<file path="src/rtl/ysyx_23060236_rd_arbiter_if.sv">
// Read-channel bundle between the IFU, the LSU, the arbiter and the xbar read port.
// The arbiter takes the slave view; the surrounding environment takes the master view.
interface ysyx_23060236_rd_arbiter_if;
  logic [31:0] ifu_araddr;
  logic [3:0]  ifu_arlen;
  logic [1:0]  ifu_arburst;
  logic        ifu_arvalid;
  logic        ifu_arready;
  logic [31:0] ifu_rdata;
  logic [1:0]  ifu_rresp;
  logic        ifu_rlast;
  logic        ifu_rvalid;
  logic        ifu_rready;

  logic [31:0] lsu_araddr;
  logic [2:0]  lsu_arsize;
  logic        lsu_arvalid;
  logic        lsu_arready;
  logic [31:0] lsu_rdata;
  logic [1:0]  lsu_rresp;
  logic        lsu_rvalid;
  logic        lsu_rready;

  logic [31:0] m_araddr;
  logic [7:0]  m_arlen;
  logic [2:0]  m_arsize;
  logic [1:0]  m_arburst;
  logic        m_arvalid;
  logic        m_arready;
  logic [31:0] m_rdata;
  logic [1:0]  m_rresp;
  logic        m_rlast;
  logic        m_rvalid;
  logic        m_rready;

  modport slave (
    input  ifu_araddr, ifu_arlen, ifu_arburst, ifu_arvalid, ifu_rready,
    output ifu_arready, ifu_rdata, ifu_rresp, ifu_rlast, ifu_rvalid,
    input  lsu_araddr, lsu_arsize, lsu_arvalid, lsu_rready,
    output lsu_arready, lsu_rdata, lsu_rresp, lsu_rvalid,
    output m_araddr, m_arlen, m_arsize, m_arburst, m_arvalid, m_rready,
    input  m_arready, m_rdata, m_rresp, m_rlast, m_rvalid
  );

  modport master (
    output ifu_araddr, ifu_arlen, ifu_arburst, ifu_arvalid, ifu_rready,
    input  ifu_arready, ifu_rdata, ifu_rresp, ifu_rlast, ifu_rvalid,
    output lsu_araddr, lsu_arsize, lsu_arvalid, lsu_rready,
    input  lsu_arready, lsu_rdata, lsu_rresp, lsu_rvalid,
    input  m_araddr, m_arlen, m_arsize, m_arburst, m_arvalid, m_rready,
    output m_arready, m_rdata, m_rresp, m_rlast, m_rvalid
  );
endinterface

</file>
<file path="src/rtl/ysyx_23060236_rd_arbiter.sv">
// IFU/LSU read arbiter onto one downstream AXI read port: one transaction at a time,
// bounded LSU streak while IFU waits, and a sticky rlast/beat-count checker.
module ysyx_23060236_rd_arbiter #(
  parameter int unsigned LSU_STREAK = 4
) (
  input  logic                          clock,
  input  logic                          reset,
  ysyx_23060236_rd_arbiter_if.slave     bus,
  output logic                          arb_err
);

  typedef enum logic [2:0] {IDLE, IFU_AR, IFU_R, LSU_AR, LSU_R} state_t;

  localparam logic [3:0] STREAK_MAX = 4'(LSU_STREAK);

  state_t     state;
  logic       m_arvalid_q;
  logic [3:0] streak;
  logic [3:0] beat_cnt;
  logic [3:0] exp_last;

  logic lsu_win;
  logic beat_fire;
  logic beat_err;

  assign lsu_win   = bus.lsu_arvalid && !(bus.ifu_arvalid && (streak == STREAK_MAX));
  assign beat_fire = bus.m_rvalid && bus.m_rready;
  // A single LSU beat must also be the last one; the count test covers that, the
  // explicit term keeps the rule visible.
  assign beat_err  = (bus.m_rlast && (beat_cnt != exp_last)) ||
                     (!bus.m_rlast && (beat_cnt == exp_last)) ||
                     ((state == LSU_R) && !bus.m_rlast);

  always_comb begin
    bus.m_arvalid   = m_arvalid_q;
    bus.m_araddr    = '0;
    bus.m_arlen     = '0;
    bus.m_arsize    = '0;
    bus.m_arburst   = '0;
    bus.m_rready    = 1'b0;
    bus.ifu_arready = 1'b0;
    bus.lsu_arready = 1'b0;
    bus.ifu_rvalid  = 1'b0;
    bus.lsu_rvalid  = 1'b0;
    bus.ifu_rdata   = bus.m_rdata;
    bus.ifu_rresp   = bus.m_rresp;
    bus.ifu_rlast   = bus.m_rlast;
    bus.lsu_rdata   = bus.m_rdata;
    bus.lsu_rresp   = bus.m_rresp;
    case (state)
      IFU_AR: begin
        bus.m_araddr    = bus.ifu_araddr;
        bus.m_arlen     = {4'b0, bus.ifu_arlen};
        bus.m_arsize    = 3'b010;
        bus.m_arburst   = bus.ifu_arburst;
        bus.ifu_arready = bus.m_arready;
      end
      LSU_AR: begin
        bus.m_araddr    = bus.lsu_araddr;
        bus.m_arlen     = '0;
        bus.m_arsize    = bus.lsu_arsize;
        bus.m_arburst   = 2'b01;
        bus.lsu_arready = bus.m_arready;
      end
      IFU_R: begin
        bus.m_rready   = bus.ifu_rready;
        bus.ifu_rvalid = bus.m_rvalid;
      end
      LSU_R: begin
        bus.m_rready   = bus.lsu_rready;
        bus.lsu_rvalid = bus.m_rvalid;
      end
      default: ;
    endcase
  end

  always_ff @(posedge clock) begin
    if (reset) begin
      state       <= IDLE;
      m_arvalid_q <= 1'b0;
      streak      <= '0;
      beat_cnt    <= '0;
      exp_last    <= '0;
      arb_err     <= 1'b0;
    end else begin
      if (beat_fire) begin
        beat_cnt <= beat_cnt + 4'd1;
        if (beat_err) arb_err <= 1'b1;
      end
      case (state)
        IDLE: begin
          if (lsu_win) begin
            state       <= LSU_AR;
            m_arvalid_q <= 1'b1;
            if (!bus.ifu_arvalid)        streak <= '0;
            else if (streak < STREAK_MAX) streak <= streak + 4'd1;
          end else if (bus.ifu_arvalid) begin
            state       <= IFU_AR;
            m_arvalid_q <= 1'b1;
            streak      <= '0;
          end
        end
        IFU_AR: begin
          if (bus.m_arready) begin
            state       <= IFU_R;
            m_arvalid_q <= 1'b0;
            exp_last    <= bus.ifu_arlen;
            beat_cnt    <= '0;
          end
        end
        LSU_AR: begin
          if (bus.m_arready) begin
            state       <= LSU_R;
            m_arvalid_q <= 1'b0;
            exp_last    <= '0;
            beat_cnt    <= '0;
          end
        end
        IFU_R: if (beat_fire && bus.m_rlast) state <= IDLE;
        LSU_R: if (beat_fire) state <= IDLE;
        default: begin
          state       <= IDLE;
          m_arvalid_q <= 1'b0;
        end
      endcase
    end
  end

endmodule

</file>
<file path="src/flat_wrapper.sv">
// flat-port wrapper written by rule: the top's interface ports become plain ports
module ysyx_23060236_rd_arbiter_flat 
#(
  parameter int unsigned LSU_STREAK = 4
)
  (clock, reset, arb_err, bus_ifu_araddr, bus_ifu_arlen, bus_ifu_arburst, bus_ifu_arvalid, bus_ifu_rready, bus_ifu_arready, bus_ifu_rdata, bus_ifu_rresp, bus_ifu_rlast, bus_ifu_rvalid, bus_lsu_araddr, bus_lsu_arsize, bus_lsu_arvalid, bus_lsu_rready, bus_lsu_arready, bus_lsu_rdata, bus_lsu_rresp, bus_lsu_rvalid, bus_m_araddr, bus_m_arlen, bus_m_arsize, bus_m_arburst, bus_m_arvalid, bus_m_rready, bus_m_arready, bus_m_rdata, bus_m_rresp, bus_m_rlast, bus_m_rvalid);
  ysyx_23060236_rd_arbiter_if bus_i ();
  input  logic clock;
  input  logic reset;
  output logic arb_err;
  input wire logic [$bits(bus_i.ifu_araddr)-1:0] bus_ifu_araddr;
  input wire logic [$bits(bus_i.ifu_arlen)-1:0] bus_ifu_arlen;
  input wire logic [$bits(bus_i.ifu_arburst)-1:0] bus_ifu_arburst;
  input wire logic [$bits(bus_i.ifu_arvalid)-1:0] bus_ifu_arvalid;
  input wire logic [$bits(bus_i.ifu_rready)-1:0] bus_ifu_rready;
  output wire logic [$bits(bus_i.ifu_arready)-1:0] bus_ifu_arready;
  output wire logic [$bits(bus_i.ifu_rdata)-1:0] bus_ifu_rdata;
  output wire logic [$bits(bus_i.ifu_rresp)-1:0] bus_ifu_rresp;
  output wire logic [$bits(bus_i.ifu_rlast)-1:0] bus_ifu_rlast;
  output wire logic [$bits(bus_i.ifu_rvalid)-1:0] bus_ifu_rvalid;
  input wire logic [$bits(bus_i.lsu_araddr)-1:0] bus_lsu_araddr;
  input wire logic [$bits(bus_i.lsu_arsize)-1:0] bus_lsu_arsize;
  input wire logic [$bits(bus_i.lsu_arvalid)-1:0] bus_lsu_arvalid;
  input wire logic [$bits(bus_i.lsu_rready)-1:0] bus_lsu_rready;
  output wire logic [$bits(bus_i.lsu_arready)-1:0] bus_lsu_arready;
  output wire logic [$bits(bus_i.lsu_rdata)-1:0] bus_lsu_rdata;
  output wire logic [$bits(bus_i.lsu_rresp)-1:0] bus_lsu_rresp;
  output wire logic [$bits(bus_i.lsu_rvalid)-1:0] bus_lsu_rvalid;
  output wire logic [$bits(bus_i.m_araddr)-1:0] bus_m_araddr;
  output wire logic [$bits(bus_i.m_arlen)-1:0] bus_m_arlen;
  output wire logic [$bits(bus_i.m_arsize)-1:0] bus_m_arsize;
  output wire logic [$bits(bus_i.m_arburst)-1:0] bus_m_arburst;
  output wire logic [$bits(bus_i.m_arvalid)-1:0] bus_m_arvalid;
  output wire logic [$bits(bus_i.m_rready)-1:0] bus_m_rready;
  input wire logic [$bits(bus_i.m_arready)-1:0] bus_m_arready;
  input wire logic [$bits(bus_i.m_rdata)-1:0] bus_m_rdata;
  input wire logic [$bits(bus_i.m_rresp)-1:0] bus_m_rresp;
  input wire logic [$bits(bus_i.m_rlast)-1:0] bus_m_rlast;
  input wire logic [$bits(bus_i.m_rvalid)-1:0] bus_m_rvalid;
  assign bus_i.ifu_araddr = bus_ifu_araddr;
  assign bus_i.ifu_arlen = bus_ifu_arlen;
  assign bus_i.ifu_arburst = bus_ifu_arburst;
  assign bus_i.ifu_arvalid = bus_ifu_arvalid;
  assign bus_i.ifu_rready = bus_ifu_rready;
  assign bus_ifu_arready = bus_i.ifu_arready;
  assign bus_ifu_rdata = bus_i.ifu_rdata;
  assign bus_ifu_rresp = bus_i.ifu_rresp;
  assign bus_ifu_rlast = bus_i.ifu_rlast;
  assign bus_ifu_rvalid = bus_i.ifu_rvalid;
  assign bus_i.lsu_araddr = bus_lsu_araddr;
  assign bus_i.lsu_arsize = bus_lsu_arsize;
  assign bus_i.lsu_arvalid = bus_lsu_arvalid;
  assign bus_i.lsu_rready = bus_lsu_rready;
  assign bus_lsu_arready = bus_i.lsu_arready;
  assign bus_lsu_rdata = bus_i.lsu_rdata;
  assign bus_lsu_rresp = bus_i.lsu_rresp;
  assign bus_lsu_rvalid = bus_i.lsu_rvalid;
  assign bus_m_araddr = bus_i.m_araddr;
  assign bus_m_arlen = bus_i.m_arlen;
  assign bus_m_arsize = bus_i.m_arsize;
  assign bus_m_arburst = bus_i.m_arburst;
  assign bus_m_arvalid = bus_i.m_arvalid;
  assign bus_m_rready = bus_i.m_rready;
  assign bus_i.m_arready = bus_m_arready;
  assign bus_i.m_rdata = bus_m_rdata;
  assign bus_i.m_rresp = bus_m_rresp;
  assign bus_i.m_rlast = bus_m_rlast;
  assign bus_i.m_rvalid = bus_m_rvalid;
  ysyx_23060236_rd_arbiter #(.LSU_STREAK(LSU_STREAK)) u_core (.clock(clock), .reset(reset), .bus(bus_i), .arb_err(arb_err));
endmodule
</file>
<file path="config.mk">
export PLATFORM = sky130hd
export DESIGN_NAME = ysyx_23060236_rd_arbiter_flat
export DESIGN_NICKNAME = d
export VERILOG_FILES = /design/src/rtl/ysyx_23060236_rd_arbiter_if.sv /design/src/rtl/ysyx_23060236_rd_arbiter.sv /design/src/flat_wrapper.sv
export SDC_FILE = /design/constraint.sdc
export NUM_CORES = 1
export LEC_CHECK = 0
export CAP_MARGIN = 40
export CORE_AREA = 2 2 91 93
export DETAILED_ROUTE_END_ITERATION = 10
export DIE_AREA = 0 0 93 95
export PLACE_DENSITY = 0.75
export SYNTH_ARGS = -nofsm -noshare
export SYNTH_HDL_FRONTEND = slang
export SYNTH_SLANG_ARGS = --single-unit
export TNS_END_PERCENT = 20
</file>
<file path="constraint.sdc">
create_clock -name clock -period 3.5 [get_ports clock]
set_clock_uncertainty 0.05 [all_clocks]
set_input_delay 0.7 -clock clock [delete_from_list [all_inputs] [get_ports clock]]
set_output_delay 0.7 -clock clock [all_outputs]
set_load 0.02 [all_outputs]
</file>
Word level (Yosys, flattened, before mapping)

Cells that the tools add are included.

Output and inout port bits: 121
Flip-flop bits (word level): 17
Logic and storage cells: 75
Input bits: 116

$add $sub $neg: 2
Equality and inequality tests: 14
Reduce and logical (&&, ||, !) cells: 21
Muxes and demuxes: 30
Bitwise gates (word level): 1
Order comparisons: 1

Operator list:

| cell                                                                 | count |
|---|---|
| 32-bit one-hot mux with 2 select lines                               | 1 |
| 4-bit two-way mux                                                    | 10 |
| 3-bit two-way mux                                                    | 6 |
| 3-bit one-hot mux with 5 select lines                                | 1 |
| 3-bit AND reduction                                                  | 3 |
| 4-bit by 1-bit adder with 4-bit output, second input constant        | 2 |
| 4-bit one-hot mux with 2 select lines                                | 1 |
| 1-bit logical AND                                                    | 7 |
| 1-bit two-way mux                                                    | 7 |
| 3-bit by 2-bit == test with 1-bit output, second input constant      | 2 |
| 2-bit by 1-bit != test with 1-bit output, second input constant      | 3 |
| 3-bit one-hot mux with 2 select lines                                | 1 |
| 5-bit AND reduction                                                  | 1 |
| 4-bit by 3-bit == test with 1-bit output, second input constant      | 1 |
| 4-bit == test                                                        | 1 |
| 4-bit by 3-bit < comparator with 1-bit output, second input constant | 1 |
| 2-bit != test, second input constant                                 | 2 |
| 4-bit != test                                                        | 1 |
| 2-bit one-hot mux with 2 select lines                                | 1 |
| 2-bit nonzero test                                                   | 2 |
| 2-bit OR reduction                                                   | 2 |
| 3-bit by 1-bit == test with 1-bit output, second input constant      | 1 |
| 3-bit == test, second input constant                                 | 1 |
| 3-bit zero test                                                      | 1 |
| other kinds (8)                                                      | 10 |

Logic depth before layout (Yosys ltp)

Word-level depth: 6
Gate-level depth with buffers: 6
Gate-level depth less buffers: 6

Worst setup path after synthesis

No wires, ideal clock.

Path kind: register to output
Start point: reg u_core.state[1]
End point: out bus_m_araddr[16]
Cell stages (with the launch flop): 6
Path slack: 1.405 ns
Arrival time: 1.345 ns
Path buffers: 3
Data required time: 2.750 ns
Cells stage by stage: dfxtp_1 > buf_4 > buf_2 > buf_2 > mux2i_1 > nor2_1

Longest elaborated chain between the ends: 2
Elaborated cells on any way between the ends: 3
Classes of those cells: eq/ne: 2; mux: 1

Ends and longest elaborated chain:

| item                                                                                                 | RTL line                       | text |
|---|---|---|
| from (decl)                                                                                          | ysyx_23060236_rd_arbiter.sv:16 | `state_t state;` |
| from (signal assigned)                                                                               | ysyx_23060236_rd_arbiter.sv:79 | `state <= IDLE;` |
| from (signal assigned)                                                                               | ysyx_23060236_rd_arbiter.sv:93 | `state <= LSU_AR;` |
| from (signal assigned)                                                                               | ysyx_23060236_rd_arbiter.sv:98 | `state <= IFU_AR;` |
| 3-bit by 2-bit == test with 1-bit output or 3-bit by 1-bit == test with 1-bit output (tied branches) | ysyx_23060236_rd_arbiter.sv:50 | `case (state)` |
| 32-bit one-hot mux with 2 select lines (*)                                                           | ysyx_23060236_rd_arbiter.sv:50 |  |
| to (decl)                                                                                            | flat_wrapper.sv:29             | `output wire logic [$bits(bus_i.m_araddr)-1:0] bus_m_araddr;` |

Every way passes the cells marked *; elsewhere a longest branch is shown, timed or not.

Worst setup path after layout

Start point: reg u_core.state[0]
End point: out bus_lsu_arready

Longest elaborated chain between the ends: 2

Ends and longest elaborated chain:

| item                                     | RTL line                       | text |
|---|---|---|
| 3-bit by 2-bit == test with 1-bit output | ysyx_23060236_rd_arbiter.sv:50 |  |
| 1-bit two-way mux                        | ysyx_23060236_rd_arbiter.sv:50 |  |
| to (decl)                                | flat_wrapper.sv:25             | `output wire logic [$bits(bus_i.lsu_arready)-1:0] bus_lsu_arready;` |

Every way passes these cells.

==> key figures <==
Setup path
  • Worst-path cell chain: nor2b_1, and3_1, clkdlybuf4s50_1
  • CP delay by family, top: simple AND/OR/NAND/NOR gates
  • CP Data Required Time: approximately 2.8 ns
  • Slowest CP cell: clkdlybuf4s50_1
  • Worst path bufs/invs: 1
  • CP peak stage delay: around 0.62 ns
  • Cell depth of the worst setup path: 3
  • CP max FO: 12
  • CP startpoint: u_core.state[0]$_SDFFE_PP0P_
  • CP Data Arrival Time: approximately 2.2 ns
  • R2R setup slack: 1.70 ns
  • R2R cell count: 4
  • Critical path endpoint: bus_lsu_arready
  • Critical Path Start Type: flop
  • Critical R2R Launch: u_core.state[1]$_SDFFE_PP0P_
  • Critical path endpoint category: output port
  • WS Path Type: reg2out
  • FF-to-FF End: u_core.beat_cnt[3]$_SDFF_PP0_

Clocking
  • H-tree levels: 1
  • Number of gates resized after cts: 0
  • CTS Sinks: 17
  • # hold bufs at CTS: 0
  • Clk_lat worst skew: roughly 0.25 ns
  • Post-CTS Setup Bufs: 0
  • Num CTS Buffers: 3
  • Clock transition at path regs: approximately 0.060 ns
  • Root Buffer: clkbuf_8
  • CTS Buffer Depth: 2
  • CTS tree: yes

Detailed routing
  • Via count: 1863
  • First DRT Iteration DRCs: 59
  • Residual DRC: 0
  • Routed Antenna Nets: 0
  • Final WL: 5930 um
  • Via-to-Cell Ratio: roughly 4.4
  • DR WL/cell: about 14 um
  • TritonRoute pass-1 iters: 4

Timing
  • Max frequency: around 0.34 GHz
  • Worst-margin pin slew: 0.611 ns
  • Final Hold Vio Count: 0
  • Setup ws final: 0.530 ns
  • Final setup fails: 0
  • Max Slew Vio Count: 0
  • Setup TNS: 0 ns
  • Final period util: between 80% and 90%
  • Period minus WS final: approximately 3.0 ns
  • Slew Limit Headroom: between 50% and 60%
  • RSZ-0062 raised after global routing: no

Placed design
  • Pre-CTS setup slack: 0.583 ns
  • Placer Congestion: just over 0.8
  • Final HPWL DP: just under 5000 um
  • PortBufs: 130

Pwr
  • Total Power: ~1.1 mW
  • P_leak: about 1.1 nW
  • Max rail drop VDD: ~160 uV
  • PD cells: ~360 nW/um^2

Global route
  • Tot GR Track Use: 13.1%
  • First-pass GRT wire length: about 9400 um
  • Congestion Overflow GR: 0
  • Antenna violations before repair: 0
  • Number of global-route vias before repair: around 1800
  • Largest net degree at the start of global routing: 37

Layout
  • Final nets: 436
  • Layout area overhead: 45.4%
  • Fill count: between 800 and 900
  • # diodes: 0
  • Share of cells above drive strength 1: about 3.8%

Floorplanning
  • IO Pins: between 200 and 250
  • Die W: between 90 and 100 um
  • Initial Utilization: 25.5%
  • Die Area: 8840 um^2
  • Core footprint: 7930 um^2
  • Row Count: 33
  • Die span in y: between 90 and 100 um

Logic synthesis
  • Syn_area_per_cell: just under 8 um^2
  • Synthesized cell area: between 2000 and 2500 um^2
  • Yosys cell types: 45
  • Post-synth EDFFs: 0
  • Count leader, synth: buf_4
  • Synth top area cells: buf_4, dfxtp_1, mux2i_1
  • Flop and latch count out of synthesis: 17
  • Seq/Total Area, Yosys: about 17%
  • Cell count after synthesis: ~260
  • Top_reg_cell synth: dfxtp_1
  • Post-synth ARST share: 0%
  • Synthesis Warnings: 0
  • Synth top cells by count: buf_4, nor2_1, mux2i_1, dfxtp_1, and3_1
  • Top-area cell type share of the netlist area: between 20% and 30%
  • Synth area leader: buf_4

Outcome
  • Status: complete, no violations

Flow run
  • Number of max-cap violations: 0

Hold path
  • Hold/Removal Path Class: reg2reg
[final cells by class]
cell class                 instances  area [um^2]  area share [%]
tap                              105          131            4.47
multi-input combinational        157         1060            36.2
inverter                           5         18.8           0.639
timing repair buffer             133         1340            45.5
sequential                        17          342            11.6
clock inverter                     1         5.00           0.170
clock buffer                       3         41.3            1.41
[kinds of logic after synthesis]
| group | Yosys count | synth area share [%] |
|---|---|---|
| xor gates and xnor gates | 6 | 2.60 |
| DFF | 17 | 16.9 |
| buffers and inverters | 90 | 31.1 |
| and+or+nand+nor | 83 | 20.4 |
| AOI/OAI and AO/OA | 28 | 10.7 |
| other | 1 | 0.186 |
| adders and majority gates | 3 | 1.86 |
| muxes | 33 | 16.4 |
[through the flow]
stage / cell area (um^2) / hold slack [ns] / utilization [%] / std cells
after global routing: 2940 / 0.459 / 37.0 / 421
final: 2940 / 0.427 / 37.0 / 421
after floorplan: 2030 / 0.399 / - / 264
after detailed placement: 2890 / 0.422 / 36.5 / 417
after global placement: 2890 / 0.410 / 36.5 / 417
after CTS: 2940 / 0.431 / 37.0 / 421
[how the worst min path moves through the flow]
stage                                        from                             to  slack, ns  depth (start not counted)
global route        u_core.streak[1]$_SDFFE_PP0P_  u_core.streak[1]$_SDFFE_PP0P_       0.46                          2
finish              u_core.streak[1]$_SDFFE_PP0P_  u_core.streak[1]$_SDFFE_PP0P_       0.43                          2
CTS                 u_core.streak[1]$_SDFFE_PP0P_  u_core.streak[1]$_SDFFE_PP0P_       0.43                          2
floorplan           u_core.streak[1]$_SDFFE_PP0P_  u_core.streak[1]$_SDFFE_PP0P_       0.40                          2
global placement    u_core.streak[0]$_SDFFE_PP0P_  u_core.streak[0]$_SDFFE_PP0P_       0.41                          2
detailed placement  u_core.streak[1]$_SDFFE_PP0P_  u_core.streak[1]$_SDFFE_PP0P_       0.42                          2
[placed cells by master (no fill, tap or decap), types with 2 or more instances in the layout]
cell type | netlist | final
ha_1 | 3 | 3
and4bb_1 | 2 | 2
nand2b_1 | 2 | 2
conb_1 | 1 | 4
clkdlybuf4s50_1 | 0 | 130
mux2i_1 | 33 | 33
xnor2_1 | 4 | 4
nor3_1 | 2 | 2
clkbuf_8 | 0 | 3
a211oi_1 | 2 | 2
and2_1 | 3 | 3
o21a_1 | 2 | 2
a21o_1 | 2 | 2
nand3_1 | 2 | 2
a21oi_1 | 5 | 5
a22o_1 | 4 | 4
xor2_1 | 2 | 2
inv_1 | 5 | 5
nand2_1 | 4 | 4
o211ai_1 | 2 | 2
nor3b_1 | 2 | 2
dfxtp_1 | 17 | 16
nor2_1 | 44 | 44
and3_1 | 12 | 12
buf_4 | 74 | 2
nand4_1 | 3 | 3
or2_1 | 2 | 2
[layer usage]
metal / part of all wire, % / global-route usage, % / wire length [um] / vias to the layer above
li1: - / - / - / 922
met3: 12 / 6.07 / 715 / 12
met2: 47 / 22.2 / 2810 / 91
met1: 39 / 15.3 / 2330 / 838
met4: 1.2 / 2.57 / 74 / 0
met5: 0 / 0 / 0 / -
[sequential cells by signal (all words and copies together), names as in the netlist]
name and cells:
u_core.bus.m_arvalid 1, u_core.arb_err 1, u_core.state 3, u_core.streak 4
u_core.exp_last 4, u_core.beat_cnt 4
[worst register-to-register path: cells and delay by family (launching register included)]
kind | cells | cell delay, ns
AO/OA/AOI/OAI | 1 | 0.11
AND/OR/NAND/NOR | 3 | 0.90
flip-flops | 1 | 0.70
[where the power goes]
part           total [mW]  internal [mW]  switching (mW)
sequential          0.253          0.209          0.0437
combinational       0.659          0.348           0.311
clock               0.146         0.0789          0.0674
total                1.06          0.636           0.422
Note: power is estimated with default switching activity, not from simulation.
